<file path="src/rtl/lcd_bus_pkg.sv">
// ==== lcd_bus_pkg: shared types and constants for the LCD bus responder (rev 1.0) ====
`default_nettype none

package lcd_bus_pkg;

   typedef enum logic [1:0] {
      INIT8 = 2'd0,
      HI    = 2'd1,
      LO    = 2'd2
   } lcd_state_t;

   localparam logic [7:0] CMD_CLR   = 8'h01;
   localparam logic [7:0] CMD_HOME  = 8'h02;
   localparam logic [7:0] CMD_ENTRY = 8'h04;
   localparam logic [7:0] CMD_DDRAM = 8'h80;

   localparam logic [6:0] LINE0_BASE = 7'h00;
   localparam logic [6:0] LINE1_BASE = 7'h40;
   localparam logic [6:0] LINE0_END  = 7'h27;
   localparam logic [6:0] LINE1_END  = 7'h67;

   localparam logic [7:0] BLANK     = 8'h20;
   localparam int         NUM_CELLS = 32;

   // Visible cells are exactly 0x00-0x0F and 0x40-0x4F: bits [5:4] clear.
   function automatic logic cell_hit(input logic [6:0] addr);
      return (addr[5:4] == 2'b00);
   endfunction

endpackage

`default_nettype wire

</file>
<file path="src/rtl/lcd_ac_next.sv">
// ==== lcd_ac_next: DDRAM address counter step with line wrap (rev 1.0) ====
`default_nettype none

module lcd_ac_next import lcd_bus_pkg::*; (
   input  logic [6:0] ac,
   input  logic       id,
   output logic [6:0] ac_next
);

   always_comb begin
      ac_next = ac;
      if (id) begin
         if (ac == LINE0_END)      ac_next = LINE1_BASE;
         else if (ac == LINE1_END) ac_next = LINE0_BASE;
         else                      ac_next = ac + 7'd1;
      end else begin
         if (ac == LINE0_BASE)      ac_next = LINE1_END;
         else if (ac == LINE1_BASE) ac_next = LINE0_END;
         else                       ac_next = ac - 7'd1;
      end
   end

endmodule

`default_nettype wire

</file>
<file path="src/rtl/lcd_bus_responder.sv">
// ==== lcd_bus_responder: display-side model of a 4-bit HD44780 bus (rev 1.0) ====
`default_nettype none

module lcd_bus_responder import lcd_bus_pkg::*; #(
   parameter int BUSY_CYCLES  = 2000,
   parameter int CLEAR_CYCLES = 82000
) (
   input  logic       clk,
   input  logic       rst_n,
   input  logic       sf_e,
   input  logic       e,
   input  logic       rs,
   input  logic       rw,
   input  logic [3:0] nibble,
   output logic [3:0] nibble_out,
   output logic       nibble_oe,
   input  logic [4:0] rd_addr,
   output logic [7:0] rd_char,
   output logic       byte_valid,
   output logic [7:0] byte_out,
   output logic       byte_rs,
   output logic       busy,
   output logic       err_busy
);

   localparam int MAX_CYCLES = (CLEAR_CYCLES > BUSY_CYCLES) ? CLEAR_CYCLES : BUSY_CYCLES;
   localparam int CW         = $clog2(MAX_CYCLES + 1);

   lcd_state_t    state, state_next;
   logic          e_q, sf_e_q, rs_q, rw_q;
   logic [3:0]    nibble_q, hi_q;
   logic [6:0]    ac, ac_step;
   logic          id;
   logic [CW-1:0] busy_cnt;
   logic [7:0]    cells [NUM_CELLS];
   logic          strobe, exec;
   logic [7:0]    exec_byte;
   logic          is_clear, is_home, is_entry, is_ddram, long_busy;

   assign strobe    = e_q & ~e & sf_e_q;
   assign busy      = (busy_cnt != '0);
   assign nibble_oe = e & rw & sf_e;

   assign is_clear  = ~rs_q & (exec_byte == CMD_CLR);
   assign is_home   = ~rs_q & (exec_byte[7:1] == CMD_HOME[7:1]);
   assign is_entry  = ~rs_q & (exec_byte[7:2] == CMD_ENTRY[7:2]);
   assign is_ddram  = ~rs_q & (exec_byte[7] == CMD_DDRAM[7]);
   assign long_busy = is_clear | is_home;

   lcd_ac_next u_ac_next (
      .ac      (ac),
      .id      (id),
      .ac_next (ac_step)
   );

   always_ff @(posedge clk) begin
      if (!rst_n) state <= INIT8;
      else        state <= state_next;
   end

   always_comb begin
      state_next = state;
      if (strobe) begin
         case (state)
            INIT8:   if (!rw_q && !rs_q && nibble_q == 4'h2) state_next = HI;
            HI:      state_next = LO;
            LO:      state_next = HI;
            default: state_next = INIT8;
         endcase
      end
   end

   // INIT8 writes execute as whole bytes; in nibble mode only the low half executes.
   always_comb begin
      exec       = 1'b0;
      exec_byte  = {nibble_q, 4'h0};
      nibble_out = 4'h0;
      if (state == LO) exec_byte = {hi_q, nibble_q};
      if (state != HI) exec = strobe & ~rw_q;
      if (!rs) nibble_out = (state == LO) ? ac[3:0] : {busy, ac[6:4]};
   end

   always_ff @(posedge clk) begin
      if (!rst_n) begin
         e_q        <= 1'b0;
         sf_e_q     <= 1'b0;
         rs_q       <= 1'b0;
         rw_q       <= 1'b0;
         nibble_q   <= 4'h0;
         hi_q       <= 4'h0;
         ac         <= LINE0_BASE;
         id         <= 1'b1;
         busy_cnt   <= '0;
         err_busy   <= 1'b0;
         byte_valid <= 1'b0;
         byte_out   <= 8'h00;
         byte_rs    <= 1'b0;
      end else begin
         e_q        <= e;
         sf_e_q     <= sf_e;
         byte_valid <= exec;
         if (e) begin
            rs_q     <= rs;
            rw_q     <= rw;
            nibble_q <= nibble;
         end
         if (strobe && state == HI && !rw_q) hi_q <= nibble_q;
         if (strobe && busy) err_busy <= 1'b1;
         if (exec) begin
            byte_out <= exec_byte;
            byte_rs  <= rs_q;
            busy_cnt <= long_busy ? CW'(CLEAR_CYCLES) : CW'(BUSY_CYCLES);
            if (rs_q) begin
               ac <= ac_step;
            end else if (is_clear) begin
               ac <= LINE0_BASE;
               id <= 1'b1;
            end else if (is_home) begin
               ac <= LINE0_BASE;
            end else if (is_entry) begin
               id <= exec_byte[1];
            end else if (is_ddram) begin
               ac <= exec_byte[6:0];
            end
         end else if (busy) begin
            busy_cnt <= busy_cnt - CW'(1);
         end
      end
   end

   // Clear blanks the whole array in the same edge that executes it.
   always_ff @(posedge clk) begin
      if (!rst_n || (exec && is_clear)) begin
         for (int i = 0; i < NUM_CELLS; i++) cells[i] <= BLANK;
      end else if (exec && rs_q && cell_hit(ac)) begin
         cells[{ac[6], ac[3:0]}] <= exec_byte;
      end
   end

   always_ff @(posedge clk) begin
      if (!rst_n) rd_char <= 8'h00;
      else        rd_char <= cells[rd_addr];
   end

endmodule

`default_nettype wire
</file>
<file path="config.mk">
export PLATFORM = sky130hd
export DESIGN_NAME = lcd_bus_responder
export DESIGN_NICKNAME = d
export VERILOG_FILES = /design/src/rtl/lcd_bus_pkg.sv /design/src/rtl/lcd_ac_next.sv /design/src/rtl/lcd_bus_responder.sv
export SDC_FILE = /design/constraint.sdc
export NUM_CORES = 1
export LEC_CHECK = 0
export ABC_AREA = 1
export CAP_MARGIN = 0
export CORE_MARGIN = 2
export CORE_UTILIZATION = 35
export DETAILED_ROUTE_END_ITERATION = 8
export PLACE_DENSITY_LB_ADDON = 0.2
export RECOVER_POWER = 100
export SYNTH_ARGS = -nofsm -noshare
export SYNTH_HDL_FRONTEND = slang
export SYNTH_SLANG_ARGS = --single-unit
</file>
<file path="constraint.sdc">
create_clock -name clk -period 4.5 [get_ports clk]
set_clock_uncertainty 0.2 [all_clocks]
set_input_delay 0.9 -clock clk [delete_from_list [all_inputs] [get_ports clk]]
set_output_delay 0.9 -clock clk [all_outputs]
set_load 0.005 [all_outputs]
</file>
# Word level (Yosys, flattened, before mapping)
# Memory sizes are Yosys's and may differ from the RTL's. A register that Yosys moved wholly into a read port is not among the register bits.
# Index checks and enable logic that the tools add are counted.
[word_totals]
mem_count = 1
mem_bits_rw = 256
out_inout_bits = 25
elab_cells = 98
in_bits = 15
reg_bits = 50
[classes]
muxes = 30
eq_ne = 13
add_sub_neg = 3
n_reduce_logical = 24
bitwise = 13
[mem_list]
columns = ["memory", "depth", "width", "rd", "rd_ports_with_merged_regs", "wr", "line", "rtl"]
rows = [
  ["cells", 32, 8, 1, 1, 32, "lcd_bus_responder.sv:35", "logic [7:0] cells [NUM_CELLS];"],
]
[op_table]
columns = ["op", "count"]
rows = [
  ["$mux 7", 10],
  ["$mux 17", 3],
  ["$reduce_bool 17->1", 1],
  ["$sub 17x1->17 const B", 1],
  ["$mux 8", 2],
  ["$eq 7x7->1 const B", 2],
  ["$mux 1", 10],
  ["$and 1x1->1", 9],
  ["$eq 8x1->1 const B", 1],
  ["$logic_and 1x1->1", 8],
  ["$mux 4", 2],
  ["$reduce_or 8->1", 1],
  ["$add 7x1->7 const B", 1],
  ["$eq 7x1->1 const B", 1],
  ["$eq 7x6->1 const B", 1],
  ["$logic_not 7->1", 1],
  ["$sub 7x1->7 const B", 1],
  ["$eq 6x1->1 const B", 1],
  ["$pmux 2 s3", 1],
  ["$mux 5", 1],
  ["$eq 4x2->1 const B", 1],
  ["$logic_not 1->1", 4],
  ["$logic_not 2->1", 2],
  ["$ne 2x2->1 const B", 2],
  ["13 further kinds", 16],
]

# Longest topological paths before layout
# Gate-level depths: netlist of run 1.
[depth]
word_depth = 12
ltp_mapped = 13

# Hierarchy
# Synthesis of run 1 repeated with hierarchy kept, for this count alone.
[hier_totals]
cells_unflattened = 1588
hier_area_um2 = 14531.4
[modules_own_cells]
columns = ["module", "cells_each", "area_per_inst_um2", "instances"]
rows = [
  ["lcd_bus_responder", 1520, 14182.4, 1],
  ["lcd_ac_next", 68, 349.1, 1],
]

# Worst setup path after synthesis of run 1
# No wires, ideal clock.
[synth_timing]
path_type = "input port to flip-flop"
startpoint = "input e"
endpoint = "memory cells[12][0] (enable)"
arrival_ps = 2632
path_buffers = 1
stages = 10
path_slack_ps = 1284
t_required_ps = 3916
cell_sequence = "inv_2 nand3_4 nor2_4 nand2_4 inv_2 nand2_4 nor2_8 nand4_4 buf_4 o21ai_0"
[synth_rtl]
columns = ["item", "line", "rtl"]
rows = [
  ["start: declaration", "lcd_bus_responder.sv:11", "input logic e,"],
  ["end: declaration", "lcd_bus_responder.sv:35", ""],
]

==> results by stage, run 1 <==
Timing:
- The final hold violation count is 0.
- The number of max-slew violations in the final report is 38.
- The highest clock frequency the design can meet is 247.8 MHz.
- At the pin with the least slew margin, the transition time is 1.864 ns.
- The final worst-path cycle share is 89.69%.
- Setup total negative slack on the finished layout was measured at 0 ns.
- The final setup violation count is 0.
- The worst path in the final design needs a cycle of 4.036 ns, including I/O delays and setup.
- Headroom to the max-slew limit came out at -24.28%.
- Setup repair after global routing left no endpoint under its margin.

Detailed routing:
- The final routed wire length divided by cell count is 20.02 um.
- In the routed layout, each cell is associated on average with a via count of 5.341.
- The detailed-route via count is 12240.
- The detailed router's first-iteration violation count is 1076.
- The final wirelength is 45.88 mm.
- The pre-antenna-repair detailed-routing pass consisted of 6 iterations.
- Once detail routing completed, the nets flagged for antenna violations numbered 0.
- In the routed design, unresolved DRC markers number 0.

Synthesis:
- In this run, distinct cell masters in the synthesized netlist total 39.
- The fraction of the yosys area taken by sequential cells is 56.88%.
- Counting flops with an async set or reset pin after synthesis yields a share of 0%.
- In this run, synthesis inferred 256 flip-flops with an integrated enable.
- Synthesis produced 1688 cells.
- The Yosys warning count is 0.
- The number of nets in the synthesized netlist is 1710.
- The largest total area in the synthesized netlist belongs to edfxtp_1.
- A synthesized cell averages 9.216 um^2.
- For this run, the leading register cell type out of synthesis is edfxtp_1.
- The number of flip-flops and latches in the synthesized netlist is 314.
- The fraction of post-synthesis cell area in the top cell type by area is 49.41%.
- The netlist area before placement is 0.01556 mm^2.
- After synthesis, the cell types taking the most area are edfxtp_1 49%, nand2_1 8.0%, dfxtp_1 7.5%.

Floorplan:
- From bottom edge to top edge, the die measures 214.8 um.
- The die is 214.8 um wide.
- The core box area is 0.04403 mm^2.
- The die area is 0.04615 mm^2.
- The initialized floorplan defines 77 standard-cell rows.
- The initial standard-cell utilization of the core is 35.33%.
- In this run the count of I/O pins placed on the die edge is 40.

Worst setup path:
- Data arrives at the worst endpoint at 4.06 ns.
- The setup slack of the worst register-to-register path is 0.62 ns.
- STA classifies the critical path startpoint as an input port.
- The data required time at the worst endpoint is 4.53 ns.
- The endpoint kind of the worst setup timing path is a register.
- The path depth of the worst reg2reg path is 11.
- Of all nets on the critical path, the largest fanout is 14.
- The type of the setup path with the least slack is in2reg.
- The worst register-to-register path begins at state[1].
- The endpoint identified for the worst register-to-register timing path is cells[12][0].

Global route:
- The wire length of the first global-routing pass is 70.96 mm.
- The via count of the first global-routing pass is 11990.
- The total overflow left after global routing is 0.
- The pin count of the biggest net entering global routing is 129.
- The initial antenna violation count is 0.
- Global routing used 19.90% of the available tracks.

Power and ir drop:
- The peak supply drop is 0.3062 mV.
- The leakage power of the design is 6.156 nW.
- The power density of the placed cells is 425.3 mW/mm^2.
- The design draws 7.372 mW.

Clock network:
- After clock tree synthesis, the clock-pin slew on the worst setup and hold paths is 0.06 ns.
- The later pin in the worst-skew pair is clocked with a latency of 0.54 ns.
- The clock drives 314 sinks.
- The number of gates resized after CTS was 0.
- The count of hold buffers inserted by post-cts repair is 0.
- The clock buffer count from CTS is 36.
- The maximum buffer depth of the clock tree is 3.
- The depth of the CTS H-tree is 2.
- TritonCTS built the clock tree.
- The post-CTS setup-driven buffer insertion count is 0.
- Clock tree synthesis selected as its root buffer the cell clkbuf_16.

Min path:
- The worst hold path begins at byte_out[1].
- The worst hold path belongs to the class reg2reg.
- The worst hold path terminates at byte_out[1].
- The worst hold path passes through 2 cells.

Layout:
- The final net count is 1696.
- The repair_antennas step left the layout with diodes totalling 0.
- The share of final-layout standard cells stronger than drive strength 1 is 7.588%.
- The final-layout fill cell count is 4454.
- After routing the design area is 0.01733 mm^2.
- Measured on the finished design, the core utilization comes to 39.37%.
- The layout overhead on the synthesized area is 11.42%.

Status:
- The final reports fail on max-capacitance violations, max-slew violations.
- The flow ran to the end, but the final reports show violations.

Place:
- The placed cell area is 0.01646 mm^2.
- Port buffering added 39 buffers.
- The final weighted congestion in routability-driven placement is 0.8634.
- The HPWL after detailed placement is 28.58 mm.

Run:
- The number of max-cap violations is 1.
-- per-stage QoR --
stage          hold WS, ns  setup slack [ns]  cells
4_1_cts             0.2666            0.6721   2292
2_1_floorplan       0.2412             1.284   1688
3_5_place_dp        0.2490           0.09707   2228
6_report            0.2651            0.4640   2292
5_1_grt             0.2917            0.2212   2292
3_3_place_gp        0.2556            0.2316   2228
-- flip-flops by register name, summed over array words and instances, names as in the netlist, 2 cells and up --
signal / flops
rd_char: 8
byte_out: 8
nibble_q: 4
busy_cnt: 17
cells: 256
hi_q: 4
state: 2
ac: 7
-- per-layer routing --
| layer | vias up | wire [um] | track usage (%) |
|---|---|---|---|
| met2 | 438 | 21510 | 32.18 |
| met1 | 5885 | 20130 | 27.20 |
| met3 | 76 | 2946 | 2.633 |
| met4 | 0 | 1288 | 7.639 |
| li1 | 5842 | - | - |
| met5 | - | 0 | 0 |
-- worst max-delay path by stage --
stage / slack [ns] / from / to
5_1_grt: 0.22 / e / cells[11][5]
4_1_cts: 0.67 / e / cells[8][0]
6_report: 0.46 / e / cells[11][5]
2_1_floorplan: 1.28 / e / cells[12][0]
3_5_place_dp: 0.1 / e / cells[8][2]
3_3_place_gp: 0.23 / e / cells[22][0]
-- area by class of cell --
class                      instances  area, um^2  share of cell area (%)
tap                              592       740.7                   4.273
multi-input combinational       1151        5527                   31.88
clock buffer                      54        1040                   5.998
clock inverter                    10       123.9                  0.7146
inverter                          74       280.3                   1.617
timing repair buffer              97       774.5                   4.468
sequential                       314        8848                   51.05
-- cells by family after synthesis --
family          synth area share (%)
xor+xnor                      0.5630
buf+inv                        6.378
fa+ha+maj                     0.5629
simple gates                   28.47
compound gates                 7.150
flops                          56.88
-- critical path, stage by stage --
cell and delay (ns):
dlygate4sd3_1 0.60, inv_2 0.17, nand3_4 0.12, nor2_4 0.15, nand2_4 0.13, inv_2 0.10, nand2_4 0.07, nor2_8 0.15
inv_1 0.06, nor2_1 0.76, clkbuf_1 0.63, nand4_1 0.21
-- cell usage after synthesis, types with 3 or more instances --
master / count
nor4_1: 4
a21oi_1: 56
nand3_1: 149
xor2_1: 8
buf_6: 15
nand2_2: 8
nor3_1: 169
inv_1: 64
buf_1: 9
nand3b_1: 4
nand4_1: 36
nand2_1: 330
nor3_2: 44
buf_4: 4
clkbuf_1: 99
ha_1: 7
dfxtp_1: 58
inv_2: 9
o21ai_0: 120
o211ai_1: 3
o31ai_1: 9
buf_2: 22
nor2_1: 164
nand4_2: 3
nor2_4: 5
o22ai_1: 16
edfxtp_1: 256
-- layout by cell type, fill, tap and decap left out, drive strengths merged, types with 4 or more instances in the layout --
master and instances:
o21ai 121, inv 72, dlygate4sd3 27, ha 7
nand4 40, nor3 213, clkinv 9, nand3 153
nor4 4, buf 36, clkbuf 78, o22ai 16
dfxtp 58, nand2 340, nand3b 4, edfxtp 256
a21oi 56, xor2 8, nor2 170, o31ai 9
clkdlybuf4s50 10
-- power by group --
group / switching, mW / total, mW / internal [mW]
Clock: 1.17 / 2.94 / 1.77
Sequential: 0.101 / 3.39 / 3.29
Combinational: 0.711 / 1.04 / 0.334
Note: power is estimated with default switching activity, not from simulation.
==> inputs of run 2 (changes only) <==
==> constraint.sdc (replaced) <==
create_clock -name clk -period 4.7 [get_ports clk]
set_clock_uncertainty 0.2 [all_clocks]
set_input_delay 0.94 -clock clk [delete_from_list [all_inputs] [get_ports clk]]
set_output_delay 0.94 -clock clk [all_outputs]
set_load 0.005 [all_outputs]
==> run 2 against run 1 <==
  * The run still ends with max-capacitance violations, max-slew violations left
  * Die area unchanged
  * Critical path depth decreased by 1
  * Via count increased by 1.0%
  * Critical endpoint is now cells[26][2]
  * Largest cell class unchanged
==> results by stage, run 2 (synthesis gave the netlist of run 1 again) <==
Status:
- The run finished, with violations left.
- The checks that failed: max-capacitance violations, max-slew violations.

Worst setup path:
- The setup path with the least slack is of type in2reg.
- The data required time at the worst endpoint came to 4.76 ns (+0.23 ns).
- STA classifies the critical path startpoint as an input port.
- The endpoint kind of the worst setup timing path is a register.
- The critical path data arrival time is 4.15 ns (+0.09 ns).
- The maximum fanout encountered on the critical timing path is 10 (-4).

Power and ir drop:
- The clock network power share is 39.0% (-0.9 points).
- The power density of the placed cells is 400.7 mW/mm^2 (-5.8%).
- The peak supply drop was 0.3834 mV (+25%).
- The post-route total power was 6.995 mW (-5.1%).
- The switching power was 1.936 mW (-2.5%).
- The switching portion of total power came to 27.68% (+0.76 points).
- The internal portion of total power came to 5.058 mW (-6.1%).
- The sequential share of power was 46.4% (+0.4 points).
- The leakage power of the design was 6.192 nW (+0.59%).
- The combinational share of power was 14.6% (+0.4 points).

Global route:
- The initial antenna violation count was 0 (unchanged).
- The pin count of the biggest net entering global routing was 101 (-22%).
- The global routing usage summed across all routing layers is 20.46% (+0.56 points).
- The total congestion overflow after global routing is 0 (unchanged).
- The wire length of the first global-routing pass is 72.51 mm (+2.2%).
- The via count of the first global-routing pass is 12360 (+3.0%).

Clock network:
- The clock-pin transition on the worst setup and hold timing paths was 0.05 ns (about the same).
- The post-CTS resize count is 0 (unchanged).
- The maximum buffer depth of the clock tree is 3 (unchanged).
- The depth of the CTS H-tree was 2 (unchanged).
- The clock buffer count from CTS is 38 (+5.6%).
- The clock latency on the worst-skew pair was 0.55 ns (about the same).
- TritonCTS built the clock tree.
- The post-CTS setup-driven buffer insertion count is 0 (unchanged).
- The number of clock sinks was 314 (unchanged).
- The count of hold buffers inserted by post-cts repair was 0 (unchanged).
- The master cell of the clock root buffer is clkbuf_16.

Timing:
- The final setup violation count was 0 (unchanged).
- The final worst-path cycle share is 86.90%.
- The smallest clock period supported by the final layout is computed as 4.084 ns.
- The number of max-slew violations in the final report is 101 (+170%).
- The actual slew at the worst max-slew pin was 2.093 ns (+0.2284 ns).
- The remaining max-slew budget at the tightest pin is -39.51% (-15 points).
- Setup repair after global routing left no endpoint under its margin.
- The total negative slack is 0 ns (unchanged).
- For this run, the top clock speed supported by timing is 244.8 MHz.
- The final hold violation count is 0 (unchanged).

Layout:
- The final net count is 1723 (+1.6%).
- The area taken by flip-flops and latches was 0.008848 mm^2 (unchanged).
- The largest registers in the layout are cells (256), busy_cnt (17).
- The flip-flop count of the largest register after layout is 256 (unchanged).
- The final-layout fill cell count is 4480 (+0.58%).
- Leaving out fill and tap cells, the most frequent cell in the layout is nand2_1.
- cells holds more flip-flops than any other register.
- The share of final-layout standard cells stronger than drive strength 1 is 8.227% (+0.64 points).
- From synthesis to final layout, the design area changed by 12.21%.
- The library cells used most frequently in the layout, excluding fill and tap cells, are 334 x nand2_1, 256 x edfxtp_1, 193 x nor3_1.
- The area of combinational cells with multiple inputs is 0.005554 mm^2 (+0.50%).
- The post-layout instance area was 0.01746 mm^2 (+0.71%).

Detailed routing:
- The final routed wire length divided by cell count is 20.34 um (+1.6%).
- The vias per cell is 5.332 (-0.17%).
- The count of antenna-violating nets left after detailed routing is 0 (unchanged).
- The first-pass iteration count of the detailed router is 5 (-1).
- The DRC violations left came to 0 (unchanged).
- The final wirelength is 47.16 mm (+2.8%).
- The detailed-route via count is 12360 (+1.0%).
- The detailed router's first-iteration violation count was 1094 (+1.7%).

Floorplan:
- The core box area was 0.04403 mm^2 (unchanged).
- The top-level I/O count was 40 (unchanged).
- The initial standard-cell utilization of the core is 35.33% (unchanged).
- The height of the chip is 214.8 um (unchanged).
- The number of standard-cell rows in the floorplan was 77 (unchanged).
- The die span in x is 214.8 um (unchanged).
- The die area is 0.04615 mm^2 (unchanged).

Place:
- The placed cell area is 0.01664 mm^2 (+1.1%).
- The HPWL after detailed placement is 29.51 mm (+3.2%).
- The final weighted congestion in routability-driven placement came to 0.8399 (-2.7%).
- The number of buffers inserted by port buffering is 39 (unchanged).

Run:
- The number of max-cap violations is 1 (unchanged).

Min path:
- In this run the worst hold path is classified as reg2reg.
run 2: cell type report:
cell class	instances	area share [%]
Sequential cell	314	50.69
Antenna cell	1	0.01433
Multi-Input combinational cell	1151	31.82
Timing Repair Buffer	122	5.118
Clock inverter	14	0.4300
Inverter	74	1.606
Tap cell	592	4.243
Clock buffer	51	6.085
run 2: power by group through the flow:
stage	combinational (mW)	sequential, mW	clock [mW]
finish	1.02	3.25	2.73
floorplan	0.729	3.27	0
global route	1.16	3.26	2.87
CTS	1.04	3.25	2.79
detailed placement	1.03	3.30	0
global placement	1.03	3.30	0
run 2: routing by layer:
| layer | GRT usage (%) | up-vias | routed length (um) |
|---|---|---|---|
| met5 | 0 | - | 0 |
| met4 | 6.713 | 0 | 1375 |
| met3 | 3.963 | 98 | 3494 |
| met2 | 33.28 | 456 | 21680 |
| met1 | 27.43 | 5908 | 20610 |
| li1 | - | 5902 | - |
run 2: final timing paths:
| kind | startpoint | end | slack [ns] | depth (start not counted) |
|---|---|---|---|---|
| max | e | cells[26][2] | 0.62 | 11 |
| min | hi_q[0] | hi_q[0] | 0.27 | 2 |
| max reg2reg | state[1] | cells[30][4] | 0.93 | 11 |
| min reg2reg | hi_q[0] | hi_q[0] | 0.27 | 2 |
run 2: critical path, stage by stage:
cell	delay [ns]
dlygate4sd3_1	0.59
inv_1	0.22
nand3_1	0.23
nor2_4	0.20
nand2_4	0.13
inv_2	0.10
nand2_4	0.07
nor2_8	0.16
nand4_1	0.54
o21ai_0	0.71
buf_4	0.25
run 2: through the flow:
step                utilization, %  hold slack [ns]  setup slack, ns  instances
floorplan                        -           0.2412            1.444       1688
global route                 39.64           0.3031           0.3916       2318
finish                       39.65           0.2723           0.6155       2319
global placement             37.80           0.2562           0.5437       2253
CTS                          40.38           0.2722           0.9514       2318
detailed placement           37.80           0.2490           0.5342       2253
